--- config.mk ---
export PLATFORM = sky130hd
export DESIGN_NAME = sterownik_wyswietlacza_flat
export DESIGN_NICKNAME = d
export VERILOG_FILES = /design/src/rtl/sterownik_wyswietlacza_if.sv /design/src/rtl/sterownik_wyswietlacza.sv /design/src/flat_wrapper.sv
export SDC_FILE = /design/constraint.sdc
export NUM_CORES = 1
export LEC_CHECK = 0
export CORE_ASPECT_RATIO = 0.5
export CORE_UTILIZATION = 40
export DETAILED_ROUTE_END_ITERATION = 10
export PLACE_DENSITY = 0.58
export SLEW_MARGIN = 5
export SYNTH_ARGS = -nofsm -noshare
export SYNTH_HDL_FRONTEND = slang
export SYNTH_SLANG_ARGS = --single-unit
--- constraint.sdc ---
create_clock -name clk -period 2.7 [get_ports clk]
set_clock_uncertainty 0.15 [all_clocks]
set_input_delay 0.27 -clock clk [delete_from_list [all_inputs] [get_ports clk]]
set_output_delay 0.27 -clock clk [all_outputs]
set_load 0.1 [all_outputs]
--- src/rtl/sterownik_wyswietlacza_if.sv ---
// Display driver bundle: BCD time digits and mode in, segment/digit drive out.
// master = clock/time source side, slave = display driver side.
interface sterownik_wyswietlacza_if;
  logic [3:0] min_jed;
  logic [3:0] min_dzie;
  logic [3:0] godz_jed;
  logic [3:0] godz_dzie;
  logic       start;
  logic [6:0] seg;
  logic       dp;
  logic [3:0] an;

  modport master (
    output min_jed,
    output min_dzie,
    output godz_jed,
    output godz_dzie,
    output start,
    input  seg,
    input  dp,
    input  an
  );

  modport slave (
    input  min_jed,
    input  min_dzie,
    input  godz_jed,
    input  godz_dzie,
    input  start,
    output seg,
    output dp,
    output an
  );
endinterface

--- src/rtl/sterownik_wyswietlacza.sv ---
// Multiplexed 4-digit 7-segment driver with guard time, colon and set-mode blink.
// Optional LEADING_ZERO_BLANK_EN hides a zero tens-of-hours digit.
module sterownik_wyswietlacza #(
  parameter int SCAN_DIV       = 50000,
  parameter int GUARD          = 16,
  parameter int BLINK_HALF     = 25000000,
  parameter int SEG_ACTIVE_LOW = 1,
  parameter int DIG_ACTIVE_LOW = 1
) (
  input logic clk,
  input logic rst_n,
  sterownik_wyswietlacza_if.slave bus
);

  localparam int CW = (SCAN_DIV > 2) ? $clog2(SCAN_DIV) : 1;
  localparam int BW = (BLINK_HALF > 2) ? $clog2(BLINK_HALF) : 1;

  localparam logic [6:0] SEG_OFF =
    (SEG_ACTIVE_LOW != 0) ? 7'h7f : 7'h00;
  localparam logic DP_OFF =
    (SEG_ACTIVE_LOW != 0) ? 1'b1 : 1'b0;
  localparam logic [3:0] AN_OFF =
    (DIG_ACTIVE_LOW != 0) ? 4'hf : 4'h0;

  localparam logic [CW-1:0] CNT_LAST = CW'(SCAN_DIV - 1);
  localparam logic [BW-1:0] BC_LAST  = BW'(BLINK_HALF - 1);

  logic [CW-1:0]      cnt_q, cnt_d;
  logic [1:0]         idx_q, idx_d;
  logic [BW-1:0]      bc_q, bc_d;
  logic               phase_q, phase_d;
  logic               start_q, start_d;
  logic [3:0][3:0]    snap_q, snap_d;
  logic [6:0]         seg_q, seg_d;
  logic               dp_q, dp_d;
  logic [3:0]         an_q, an_d;

  logic               tick;
  logic [3:0]         digit;
  logic [6:0]         glyph;
  logic               guard;
  logic               blank;
  logic               lzb;
  logic               dp_lit;

  assign tick  = (cnt_q == CNT_LAST);
  assign guard = int'(cnt_q) < GUARD;
  assign digit = snap_q[idx_q];

`ifdef LEADING_ZERO_BLANK_EN
  assign lzb = (idx_q == 2'd3) && (snap_q[3] == 4'd0);
`else
  assign lzb = 1'b0;
`endif

  // Scan prescaler, digit index and per-frame snapshot.
  always_comb begin
    cnt_d  = cnt_q + CW'(1);
    idx_d  = idx_q;
    snap_d = snap_q;
    if (tick) begin
      cnt_d = '0;
      idx_d = idx_q + 2'd1;
      if (idx_q == 2'd3) begin
        snap_d[0] = bus.min_jed;
        snap_d[1] = bus.min_dzie;
        snap_d[2] = bus.godz_jed;
        snap_d[3] = bus.godz_dzie;
      end
    end
  end

  // Blink timebase; a mode change restarts it in the lit phase.
  always_comb begin
    start_d = bus.start;
    bc_d    = bc_q + BW'(1);
    phase_d = phase_q;
    if (bus.start != start_q) begin
      bc_d    = '0;
      phase_d = 1'b1;
    end else if (bc_q == BC_LAST) begin
      bc_d    = '0;
      phase_d = ~phase_q;
    end
  end

  always_comb begin
    glyph = 7'h40;
    unique case (digit)
      4'd0:    glyph = 7'h3f;
      4'd1:    glyph = 7'h06;
      4'd2:    glyph = 7'h5b;
      4'd3:    glyph = 7'h4f;
      4'd4:    glyph = 7'h66;
      4'd5:    glyph = 7'h6d;
      4'd6:    glyph = 7'h7d;
      4'd7:    glyph = 7'h07;
      4'd8:    glyph = 7'h7f;
      4'd9:    glyph = 7'h6f;
      default: glyph = 7'h40;
    endcase
  end

  always_comb begin
    blank  = guard || lzb || (!start_q && !phase_q);
    dp_lit = (idx_q == 2'd2) && (phase_q || !start_q);
    seg_d  = SEG_OFF;
    dp_d   = DP_OFF;
    an_d   = AN_OFF;
    if (!blank) begin
      seg_d = glyph ^ SEG_OFF;
      dp_d  = dp_lit ^ DP_OFF;
      an_d  = (4'b0001 << idx_q) ^ AN_OFF;
    end
  end

  always_ff @(posedge clk or negedge rst_n) begin
    if (!rst_n) begin
      cnt_q   <= '0;
      idx_q   <= '0;
      bc_q    <= '0;
      phase_q <= 1'b1;
      start_q <= 1'b0;
      snap_q  <= '0;
      seg_q   <= SEG_OFF;
      dp_q    <= DP_OFF;
      an_q    <= AN_OFF;
    end else begin
      cnt_q   <= cnt_d;
      idx_q   <= idx_d;
      bc_q    <= bc_d;
      phase_q <= phase_d;
      start_q <= start_d;
      snap_q  <= snap_d;
      seg_q   <= seg_d;
      dp_q    <= dp_d;
      an_q    <= an_d;
    end
  end

  assign bus.seg = seg_q;
  assign bus.dp  = dp_q;
  assign bus.an  = an_q;

endmodule

--- src/flat_wrapper.sv ---
// flat-port wrapper written by rule: the top's interface ports become plain ports
module sterownik_wyswietlacza_flat 
#(
  parameter int SCAN_DIV       = 50000,
  parameter int GUARD          = 16,
  parameter int BLINK_HALF     = 25000000,
  parameter int SEG_ACTIVE_LOW = 1,
  parameter int DIG_ACTIVE_LOW = 1
)
  (clk, rst_n, bus_min_jed, bus_min_dzie, bus_godz_jed, bus_godz_dzie, bus_start, bus_seg, bus_dp, bus_an);
  sterownik_wyswietlacza_if bus_i ();
  input logic clk;
  input logic rst_n;
  input wire logic [$bits(bus_i.min_jed)-1:0] bus_min_jed;
  input wire logic [$bits(bus_i.min_dzie)-1:0] bus_min_dzie;
  input wire logic [$bits(bus_i.godz_jed)-1:0] bus_godz_jed;
  input wire logic [$bits(bus_i.godz_dzie)-1:0] bus_godz_dzie;
  input wire logic [$bits(bus_i.start)-1:0] bus_start;
  output wire logic [$bits(bus_i.seg)-1:0] bus_seg;
  output wire logic [$bits(bus_i.dp)-1:0] bus_dp;
  output wire logic [$bits(bus_i.an)-1:0] bus_an;
  assign bus_i.min_jed = bus_min_jed;
  assign bus_i.min_dzie = bus_min_dzie;
  assign bus_i.godz_jed = bus_godz_jed;
  assign bus_i.godz_dzie = bus_godz_dzie;
  assign bus_i.start = bus_start;
  assign bus_seg = bus_i.seg;
  assign bus_dp = bus_i.dp;
  assign bus_an = bus_i.an;
  sterownik_wyswietlacza #(.SCAN_DIV(SCAN_DIV), .GUARD(GUARD), .BLINK_HALF(BLINK_HALF), .SEG_ACTIVE_LOW(SEG_ACTIVE_LOW), .DIG_ACTIVE_LOW(DIG_ACTIVE_LOW)) u_core (.clk(clk), .rst_n(rst_n), .bus(bus_i));
endmodule
==> qor.csv <==
metric;value;unit
Die Area;9350;µm²
slowest cell on the critical path;mux4_2;
CTS tree;yes;
r2r setup slk;500;ps
Routed Antenna Nets;0;
WP data arrival;2290;ps
Skew-Pair Late Insertion Delay;330;ps
max-slew violation count;0;
path type of the worst min-delay path;input pin to flip-flop;
Synth Cell Area;3580;µm²
clock root buffer;clkbuf_16;
post-route cell area;4230;µm²
residual DRC count;0;
syn_nets;348;
# clock sinks;73;
status;finished, final reports clean;
Clock Pin Slew Worst Setup and Hold Paths;60;ps
worst path required time;2790;ps
drt wl/cell;14.5;µm
Setup TNS Final;0;ps
share of cells above drive strength 1;0.207;
multi-input logic area;1620;µm²
vias in the first global route;2456;
number of synthesized flops with an enable pin;0;
worst r2r src;u_core.idx_q[0];
Yosys reg bits;73;
Iteration-0 DRC Markers;123;
critical path's largest stage delay;630;ps
Max Cap Viol;0;
Worst VDD drop;0.305;mV
critical-path maximum fanout;7;
pwr/cell area;580;nW/µm²
CP startpoint;u_core.idx_q[0];
slew margin rel.;0.703;
first-pass GRT wire length;11.8;mm
Yosys warnings;0;
biggest area consumer among synthesized cells;dfrtp_1;
total gr overflow;0;
Final nets;383;
via count;2510;
CP most frequent cell;inv_1;
most frequent cells after synthesis;dfrtp_1 (60), nor2_1 (25), nand3_1 (21), nand2_1 (20), mux2_2 (18);
HP Start;bus_start;
via density per instance;5.34;
clk buf depth;2;
RSZ-0062 raised after global routing;false;
PortBufs;30;
Worst-Margin Slew;442;ps
Die Span Y;68.9;µm
Netlist cell types;42;
die width;136;µm
largest net degree at the start of global routing;74;
Max H-tree Level;3;
Resized Gates After CTS;0;
gr usage total;0.170;
placed cell areas;3940;µm²
RD Place Congestion;0.802;
most frequent cell after synthesis;dfrtp_1;
FF+latch area;1840;µm²
Mapped Cells;318;
Top FF cell, synth;dfrtp_1;
Leak;0.00175;µW
CP Cell Sequence;mux4_2, inv_1, ha_1, inv_1, mux2_2, o22ai_1, nand2_1;
dpl hpwl;4.84;mm
f_max;0.455;GHz
min cycle time layout;2200;ps
share of the synthesized area in the top cell type;0.420;
fill count;714;
# setup viols final;0;
sequential fraction of the synthesis area;0.515;
Syn Area/Cell;11.3;µm²
crit path launch type;flip-flop;
Post-synth ARST share;1.00;
total CTS buffers;9;
Initial DRT Pass Iterations;6;
row cnt;23;
antenna violations before repair;0;
final period utilization;0.813;
Synth area leaders;dfrtp_1 (42%), dfstp_2 (9.5%), mux2_2 (5.7%), ha_1 (3.8%), xor2_1 (3.4%);
# IOs;31;
Setup CP Type;flip-flop to flip-flop;
Fin. Hold Viols;0;
Area Growth Syn to Fin;18.1;%
Antenna diodes;0;
Core Area;8320;µm²
final WL;6.84;mm
Setup crit end kind;flip-flop;
Starting Density;0.430;
[placed cells by master, fill, tap and decap left out, types with 8 or more instances in the layout]
cell type / instances
a21oi_1: 14
buf_4: 14
clkbuf_16: 9
clkdlybuf4s50_1: 17
dfrtp_1: 60
dfstp_2: 13
ha_1: 11
inv_1: 11
mux2_2: 18
nand2_1: 20
nand3_1: 21
nand4_1: 11
nor2_1: 25
o31ai_1: 11
or4_1: 8
xnor2_1: 13
xor2_1: 14
[final cells by class]
cell class | instances | share of cell area
clock buffers | 13 | 0.0616
multi-input cells | 224 | 0.383
repair buffers | 34 | 0.0734
clock inverters | 3 | 0.00355
well taps | 112 | 0.0331
flip-flops and latches | 73 | 0.436
inverters | 11 | 0.00977
[final timing paths]
kind	to	cells after the start
hold reg to reg	u_core.bus.dp	1
setup reg to reg	u_core.bus.seg[5]	7
hold / removal	u_core.start_q	1
min in group asynchronous	u_core.cnt_q[3]	3
max in group asynchronous	u_core.bus.an[1]	3
setup / recovery	u_core.bus.seg[5]	7
[sequential cells by signal, indices dropped and copies added (netlist names)]
name and count:
u_core.bus.dp 1, u_core.bus.seg 7, u_core.idx_q 2, u_core.cnt_q 16, u_core.bus.an 4, u_core.snap_q 16, u_core.bc_q 25, u_core.start_q 1
u_core.phase_q 1
[what timing repair did]
action                                 4_1_cts  5_1_grt
buffers inserted                             0        0
endpoints found under the hold margin       60        0
hold buffers                                 1        0
[per-layer routing]
metal,part of all wire,track usage,vias to the layer above
li1,-,-,1210
met1,0.48,0.220,1255
met2,0.47,0.268,37
met3,0.041,0.0585,8
met4,0.011,0.0604,0
met5,0,0,-
[metrics by stage]
stage | hold WS (ps) | worst slack, ps | std cells | power (µW) | utilization
after floorplan | -176 | 664 | 318 | 1290 | -
after global placement | 175 | 588 | 453 | 1370 | 0.474
after detailed placement | 181 | 498 | 453 | 1380 | 0.474
after CTS | 283 | 495 | 470 | 2490 | 0.508
after global routing | 283 | 265 | 470 | 2570 | 0.508
final | 293 | 504 | 470 | 2450 | 0.508
[kinds of logic after synthesis]
family,count (synthesis),synth area share
simple gates,125,0.195
flops,73,0.515
compound gates,39,0.0703
xor+xnor,27,0.0661
mux,22,0.0818
buf+inv,21,0.0329
fa+ha+maj,11,0.0385
[power by group]
| group | internal, µW | total, µW | switching (µW) |
|---|---|---|---|
| Combinational | 73.8 | 208 | 134 |
| Clock | 667 | 1100 | 429 |
| Sequential | 1130 | 1150 | 19.2 |
| Total | 1870 | 2450 | 582 |
[critical path: cells and delay by family (launching register included)]
kind	cells	cell delay, ps
buffers and inverters	2	190
AO/OA/AOI/OAI	1	130
multiplexers	2	880
adder cells (fa/ha/maj)	1	150
flip-flops	1	540
AND/OR/NAND/NOR	1	70
Power figures use the tool's default switching activity.
